`src/rtl/bus_slave_decoder.sv`:
```
// bus_slave_decoder
//   Master-side address decoder and data-phase tracker for the 16-slot
//   system bus. The address phase is decoded into a one-hot slave select.
//   The select is then registered into the data phase and held until the
//   slave completes. A watchdog aborts data phases that stall for too long.
//
//   Handshake: an address phase transfers on a CLK edge where MsREQ = 1 and
//   MsACK = 1. MsACK is combinational, so the master keeps MsREQ/MsWR/MsADDR
//   stable until it sees MsACK. A data phase completes on the first edge
//   with DpVLD = 1 and MsRDY = 1. MsRDY is ignored while DpVLD = 0.
//
// Ports
//   CLK, RST        clock, synchronous active-high reset
//   MsREQ/MsWR/MsADDR  address phase from the master
//   MsRDY/MsERR     data-phase ready/error from the read mux (MsERR unused)
//   MsACK           address phase accepted this cycle
//   SxSEL           one-hot select of the accepted address phase, else 0
//   DmRMUX          registered data-phase one-hot select for the read mux
//   DpVLD/DpWR/DpUMP  data phase valid, write flag, unmapped-region flag
//   TmoABT          one-cycle watchdog abort pulse
//   TmoFLG/TmoCLR   sticky timeout flag and its clear
//   TmoSLV          region index of the last timed-out slave
//   DbgST           current FSM state, for observation only
module bus_slave_decoder #(
    parameter int          AW      = 32,
    parameter logic [15:0] SLV_MAP = 16'hFFFF,
    parameter int          TMO_CYC = 256,
    parameter int          TW      = 9
) (
    input  logic          CLK,
    input  logic          RST,
    input  logic          MsREQ,
    input  logic          MsWR,
    input  logic [AW-1:0] MsADDR,
    input  logic          MsRDY,
    input  logic          MsERR,
    output logic          MsACK,
    output logic [15:0]   SxSEL,
    output logic [15:0]   DmRMUX,
    output logic          DpVLD,
    output logic          DpWR,
    output logic          DpUMP,
    output logic          TmoABT,
    output logic          TmoFLG,
    output logic [3:0]    TmoSLV,
    input  logic          TmoCLR,
    output logic [1:0]    DbgST
);

    typedef enum logic [1:0] {
        ST_IDLE  = 2'd0,
        ST_DATA  = 2'd1,
        ST_ABORT = 2'd2
    } state_t;

    localparam bit          TMO_EN   = (TMO_CYC != 0);
    // Meaningless when the watchdog is disabled; TMO_EN masks it then.
    localparam logic [TW-1:0] TMO_LAST = TW'(TMO_CYC - 1);

    state_t        r_state;
    logic [15:0]   r_dmrmux;
    logic          r_dp_vld;
    logic          r_dp_wr;
    logic          r_dp_ump;
    logic          r_tmo_abt;
    logic          r_tmo_flg;
    logic [3:0]    r_tmo_slv;
    logic [TW-1:0] r_cnt;

    logic [3:0]    w_idx;
    logic          w_mapped;
    logic [15:0]   w_sel;
    logic          w_tmo_hit;
    logic          w_ack;
    logic [3:0]    w_cur_idx;
    logic          w_unused;

    // Only the region bits matter; MsERR is answered by the slaves themselves.
    assign w_unused = ^{MsERR, MsADDR[AW-5:0]};

    assign w_idx    = MsADDR[AW-1:AW-4];
    assign w_mapped = SLV_MAP[w_idx];

    // Unpopulated regions fall back to the default slave in slot 0.
    always_comb begin
        w_sel = 16'h0001;
        if (w_mapped) begin
            w_sel = 16'h0001 << w_idx;
        end
    end

    // Fires in the stall cycle that would make the phase TMO_CYC long.
    assign w_tmo_hit = r_dp_vld & ~MsRDY & TMO_EN & (r_cnt == TMO_LAST);

    // ABORT has DpVLD = 0, so its state term is what keeps MsACK low there.
    assign w_ack = MsREQ & (~r_dp_vld | MsRDY) & ~w_tmo_hit & (r_state != ST_ABORT);

    // One-hot to index of the slave currently owning the data phase.
    always_comb begin
        w_cur_idx = 4'd0;
        for (int i = 0; i < 16; i++) begin
            if (r_dmrmux[i]) begin
                w_cur_idx = 4'(i);
            end
        end
    end

    always_ff @(posedge CLK) begin
        if (RST) begin
            r_state   <= ST_IDLE;
            r_dmrmux  <= 16'h0001;
            r_dp_vld  <= 1'b0;
            r_dp_wr   <= 1'b0;
            r_dp_ump  <= 1'b0;
            r_tmo_abt <= 1'b0;
            r_tmo_flg <= 1'b0;
            r_tmo_slv <= 4'd0;
            r_cnt     <= '0;
        end else begin
            r_tmo_abt <= 1'b0;
            if (TmoCLR) begin
                r_tmo_flg <= 1'b0;
            end
            case (r_state)
                ST_IDLE: begin
                    if (w_ack) begin
                        r_state  <= ST_DATA;
                        r_dmrmux <= w_sel;
                        r_dp_vld <= 1'b1;
                        r_dp_wr  <= MsWR;
                        r_dp_ump <= ~w_mapped;
                        r_cnt    <= '0;
                    end
                end
                ST_DATA: begin
                    if (w_tmo_hit) begin
                        // Written after the clear above, so a new abort wins.
                        r_state   <= ST_ABORT;
                        r_tmo_abt <= 1'b1;
                        r_tmo_flg <= 1'b1;
                        r_tmo_slv <= w_cur_idx;
                        r_dmrmux  <= 16'h0001;
                        r_dp_vld  <= 1'b0;
                        r_dp_wr   <= 1'b0;
                        r_dp_ump  <= 1'b0;
                    end else if (MsRDY) begin
                        if (w_ack) begin
                            // Pipelined: next phase follows with no bubble.
                            r_dmrmux <= w_sel;
                            r_dp_wr  <= MsWR;
                            r_dp_ump <= ~w_mapped;
                            r_cnt    <= '0;
                        end else begin
                            // DmRMUX intentionally keeps the last select.
                            r_state  <= ST_IDLE;
                            r_dp_vld <= 1'b0;
                            r_dp_wr  <= 1'b0;
                            r_dp_ump <= 1'b0;
                        end
                    end else if (r_cnt != '1) begin
                        r_cnt <= r_cnt + 1'b1;
                    end
                end
                ST_ABORT: begin
                    r_state <= ST_IDLE;
                end
                default: begin
                    r_state <= ST_IDLE;
                end
            endcase
        end
    end

    assign MsACK  = w_ack;
    assign SxSEL  = w_ack ? w_sel : 16'h0000;
    assign DmRMUX = r_dmrmux;
    assign DpVLD  = r_dp_vld;
    assign DpWR   = r_dp_wr;
    assign DpUMP  = r_dp_ump;
    assign TmoABT = r_tmo_abt;
    assign TmoFLG = r_tmo_flg;
    assign TmoSLV = r_tmo_slv;
    assign DbgST  = r_state;

endmodule

```
`config.mk`:
```
export PLATFORM = sky130hd
export DESIGN_NAME = bus_slave_decoder
export DESIGN_NICKNAME = d
export VERILOG_FILES = /design/src/rtl/bus_slave_decoder.sv
export SDC_FILE = /design/constraint.sdc
export NUM_CORES = 1
export LEC_CHECK = 0
export ABC_AREA = 0
export BUFFER_PORTS_ARGS = -buffer_cell sky130_fd_sc_hd__buf_2
export CAP_MARGIN = 5
export CORE_UTILIZATION = 41
export DETAILED_ROUTE_END_ITERATION = 6
export PLACE_DENSITY = 0.76
export SETUP_SLACK_MARGIN = 0.05
export SYNTH_ARGS = -nofsm -noshare
export SYNTH_HDL_FRONTEND = slang
export SYNTH_SLANG_ARGS = --single-unit
```
`constraint.sdc`:
```
create_clock -name CLK -period 2.1 [get_ports CLK]
set_input_delay 0.21 -clock CLK [delete_from_list [all_inputs] [get_ports CLK]]
set_output_delay 0.21 -clock CLK [all_outputs]
set_load 0.01 [all_outputs]
```
==> impl_metrics.ini <==
[status]
status = completed

[layout]
antennaDiodeCount = 0
drive_above_1_share = 0.368
num-nets-final = 313
seq_area_sq_um = 704
multi_input_area_sq_um = 1020
finalCoreUtilization = 0.612
syn_to_final_growth_pct = 38.5
fillers = 322

[power_and_ir_drop]
internal-power_uw = 1090
netSwitchingPower_uw = 363
share_comb_of_total_power = 0.113
power_density_nw_per_um2 = 631
vdd_ir_drop_max_mv = 0.240
switching_share = 0.249
leakage_uw = 0.00101
pwr-share-clk = 0.413
p_seq_frac = 0.474

[worst_hold_path]
min_path_type = input pin to flop
hold_start = TmoCLR
worst_hold_path.endpoint = TmoFLG
hold_depth = 3

[global_route]
grt_use_total = 0.204
grt_max_degree = 23
grt_pass1_vias = 1501
grt-ovfl-total = 0
grt_pass1_wl_mm = 6.80
antenna_found_initial = 0

[timing]
hold_viol_final = 0
tightest_slew_ns = 0.638
fin_crit_sh = 0.967
period_needed_ns = 2.03
rsz0062_at_grt = true
slew_violations = 0
finalSetupViolCount = 0
finalSetupTns_ns = 0
fmax_mhz = 492
relSlewSlack = 0.570
fin_skew_ns = 0.00833

[placement]
numPortBuffers = 52
hpwl_mm = 3.01
gp_congestion = 0.857

[clock_network]
h-tree-depth = 2
clock_sinks = 35
cts_buffers = 5
clock_latency_ns = 0.29
clk_pin_slew_ns = 0.08
cts_tree = built
clk_path_buf_depth = 2
cts-root-buf = clkbuf_8

[worst_setup_path]
start_kind = flop
critPathCaptureType = flop
cp_max_fo = 8
r2r_start = r_cnt[1]
cp_cell_sequence = ha_4 -> and3_4 -> nand3_4 -> nor2_4 -> ha_4 -> nand2_2 -> a21o_1 -> a21oi_4 -> nor2_4 -> a22o_1
worstReg2RegEnd = DmRMUX[11]
r2r_slack_ns = 0.07
path_class = flop to flop
cp_slowest_cell = dfxtp_2
r2r_cells = 10
critPathRequiredTime_ns = 2.28
worstPathArrival_ns = 2.21
cp_slowest_stage_delay_ns = 0.36

[floorplanning]
die_area_sq_um = 4330
initial_core_util = 0.442
core_sq_um = 3770
rows = 22
dieHeight_um = 65.8
dieWidth_um = 65.8
top_level_ports = 83

[detailed_routing]
ant_nets = 0
dr.pass1.iters = 4
drt-initial-drc-count = 123
drt-wirelength-per-cell_um = 13.8
via_per_inst = 5.44
drc = 0
route.vias.total = 1742
wl_mm = 4.41

[yosys]
postSynthAreaPerCell_sq_um = 8.26
syn-cell-area_sq_um = 1670
yosysTopAreaCell = dfxtp_1
synth_top_area_frac = 0.420
synth_fp_nets = 244
synth_edf_count = 0
synthCells = 202
ys_ff_latch = 35
synth_top_flop_cell = dfxtp_1
yosysWarnings = 0
yosys-top-cells-area = dfxtp_1 (42%), nor2_1 (10%), a22o_1 (5.8%)
async_flop_share = 0
ys_types = 40
ys_seq_area_frac = 0.420

[run]
drv_cap = 0
[flip-flops by register name, summed over array words and instances (netlist names)]
| register | count |
|---|---|
| DbgST | 2 |
| DpVLD | 1 |
| r_cnt | 9 |
| TmoSLV | 4 |
| TmoABT | 1 |
| DpWR | 1 |
| TmoFLG | 1 |
| DmRMUX | 16 |
[worst max-delay path, delay by kind of cell, from the launching register on]
family          cells  cell delay (ns)
compound gates      3             0.67
simple gates        5             0.61
flops               1             0.36
fa+ha+maj           2             0.30
[through the flow]
step	hold WS (ns)	area, sq um	power, uW	instances	setup WS, ns
2_1_floorplan	0.392	1700	801	202	0.0686
3_3_place_gp	0.458	2070	850	307	0.0216
3_5_place_dp	0.479	2070	852	307	0.00267
4_1_cts	0.192	2200	1450	315	0.0382
5_1_grt	0.232	2310	1510	320	-0.0366
6_report	0.199	2310	1460	320	0.0689
[metal layers]
| metal | part of all wire | global-route usage | vias to the layer above |
|---|---|---|---|
| met3 | 0.062 | 0.0379 | 5 |
| met4 | 0.012 | 0.0734 | 0 |
| met2 | 0.44 | 0.307 | 65 |
| met5 | 0 | 0 | - |
| met1 | 0.48 | 0.288 | 800 |
| li1 | - | - | 872 |
[layout make-up]
class / instances / area share
repair buffers: 69 / 0.168
flip-flops and latches: 35 / 0.305
multi-input cells: 154 / 0.443
clock buffers: 5 / 0.0298
well taps: 48 / 0.0260
inverters: 6 / 0.00975
clock inverters: 3 / 0.0190
[Yosys cell counts, drive strengths merged, types with 2 or more instances]
master   number
a2bb2oi       2
a21oi        14
a211o         2
nand3         7
dfxtp        35
clkbuf        3
a32o          4
a311oi        3
nand2         7
a211oi        6
nand2b        8
buf           5
nor2b         3
o21ai         4
nand3b        2
nor4          3
and2          2
or3           2
nor3          9
ha            3
o31ai         2
inv           6
and3          2
o21bai        2
nor2         45
a22o         11
[cell families after synthesis]
logic type,share of synthesized area
AND/OR/NAND/NOR,0.272
other,0.00225
buffers and inverters,0.0360
AO/OA/AOI/OAI,0.247
flip-flops,0.420
adder cells (fa/ha/maj),0.0225
[worst max-delay path by stage]
stage	start	endpoint	slack [ns]	depth (start not counted)
6_report	r_cnt[1]	DmRMUX[11]	0.07	10
3_3_place_gp	r_cnt[1]	DmRMUX[8]	0.02	10
4_1_cts	r_cnt[1]	DmRMUX[8]	0.04	10
3_5_place_dp	r_cnt[1]	DmRMUX[8]	0.003	10
2_1_floorplan	r_cnt[1]	DmRMUX[2]	0.07	11
5_1_grt	r_cnt[1]	DmRMUX[11]	-0.04	10
[placed cells by master, fill, tap and decap left out, types with 2 or more instances in the layout]
cell | synthesis | routed
a211o_1 | 2 | 2
a211oi_1 | 6 | 5
a21oi_1 | 14 | 12
a22o_1 | 11 | 11
a311oi_1 | 3 | 3
a32o_1 | 4 | 4
and2_4 | 0 | 2
buf_2 | 2 | 52
buf_4 | 1 | 17
clkbuf_8 | 0 | 5
dfxtp_1 | 35 | 32
dfxtp_2 | 0 | 3
ha_4 | 0 | 2
inv_1 | 6 | 6
nand2_1 | 7 | 5
nand2_2 | 0 | 2
nand2b_1 | 8 | 8
nand3_1 | 6 | 5
nand3b_1 | 2 | 2
nor2_1 | 45 | 42
nor2_4 | 0 | 3
nor2b_1 | 3 | 3
nor3_1 | 9 | 8
nor4_1 | 3 | 3
o21ai_0 | 4 | 4
o21bai_1 | 2 | 2
o31ai_1 | 2 | 2
or3_1 | 2 | 2
[what timing repair did]
action / CTS / global route
setup endpoints to repair: 23 / 32
buffers inserted: 0 / 4
hold buffers: 0 / 0
gates resized for setup: 6 / 13
cloned: 0 / 1
pin swaps: 0 / 18
[power groups by stage]
| stage | Clock [uW] | Sequential, uW | Combinational (uW) |
|---|---|---|---|
| detailed placement | 0 | 705 | 147 |
| finish | 601 | 691 | 164 |
| CTS | 612 | 689 | 151 |
| global placement | 0 | 705 | 145 |
| global route | 639 | 693 | 182 |
| floorplan | 0 | 707 | 94.2 |
No activity file was read; power rests on OpenSTA's default activity.
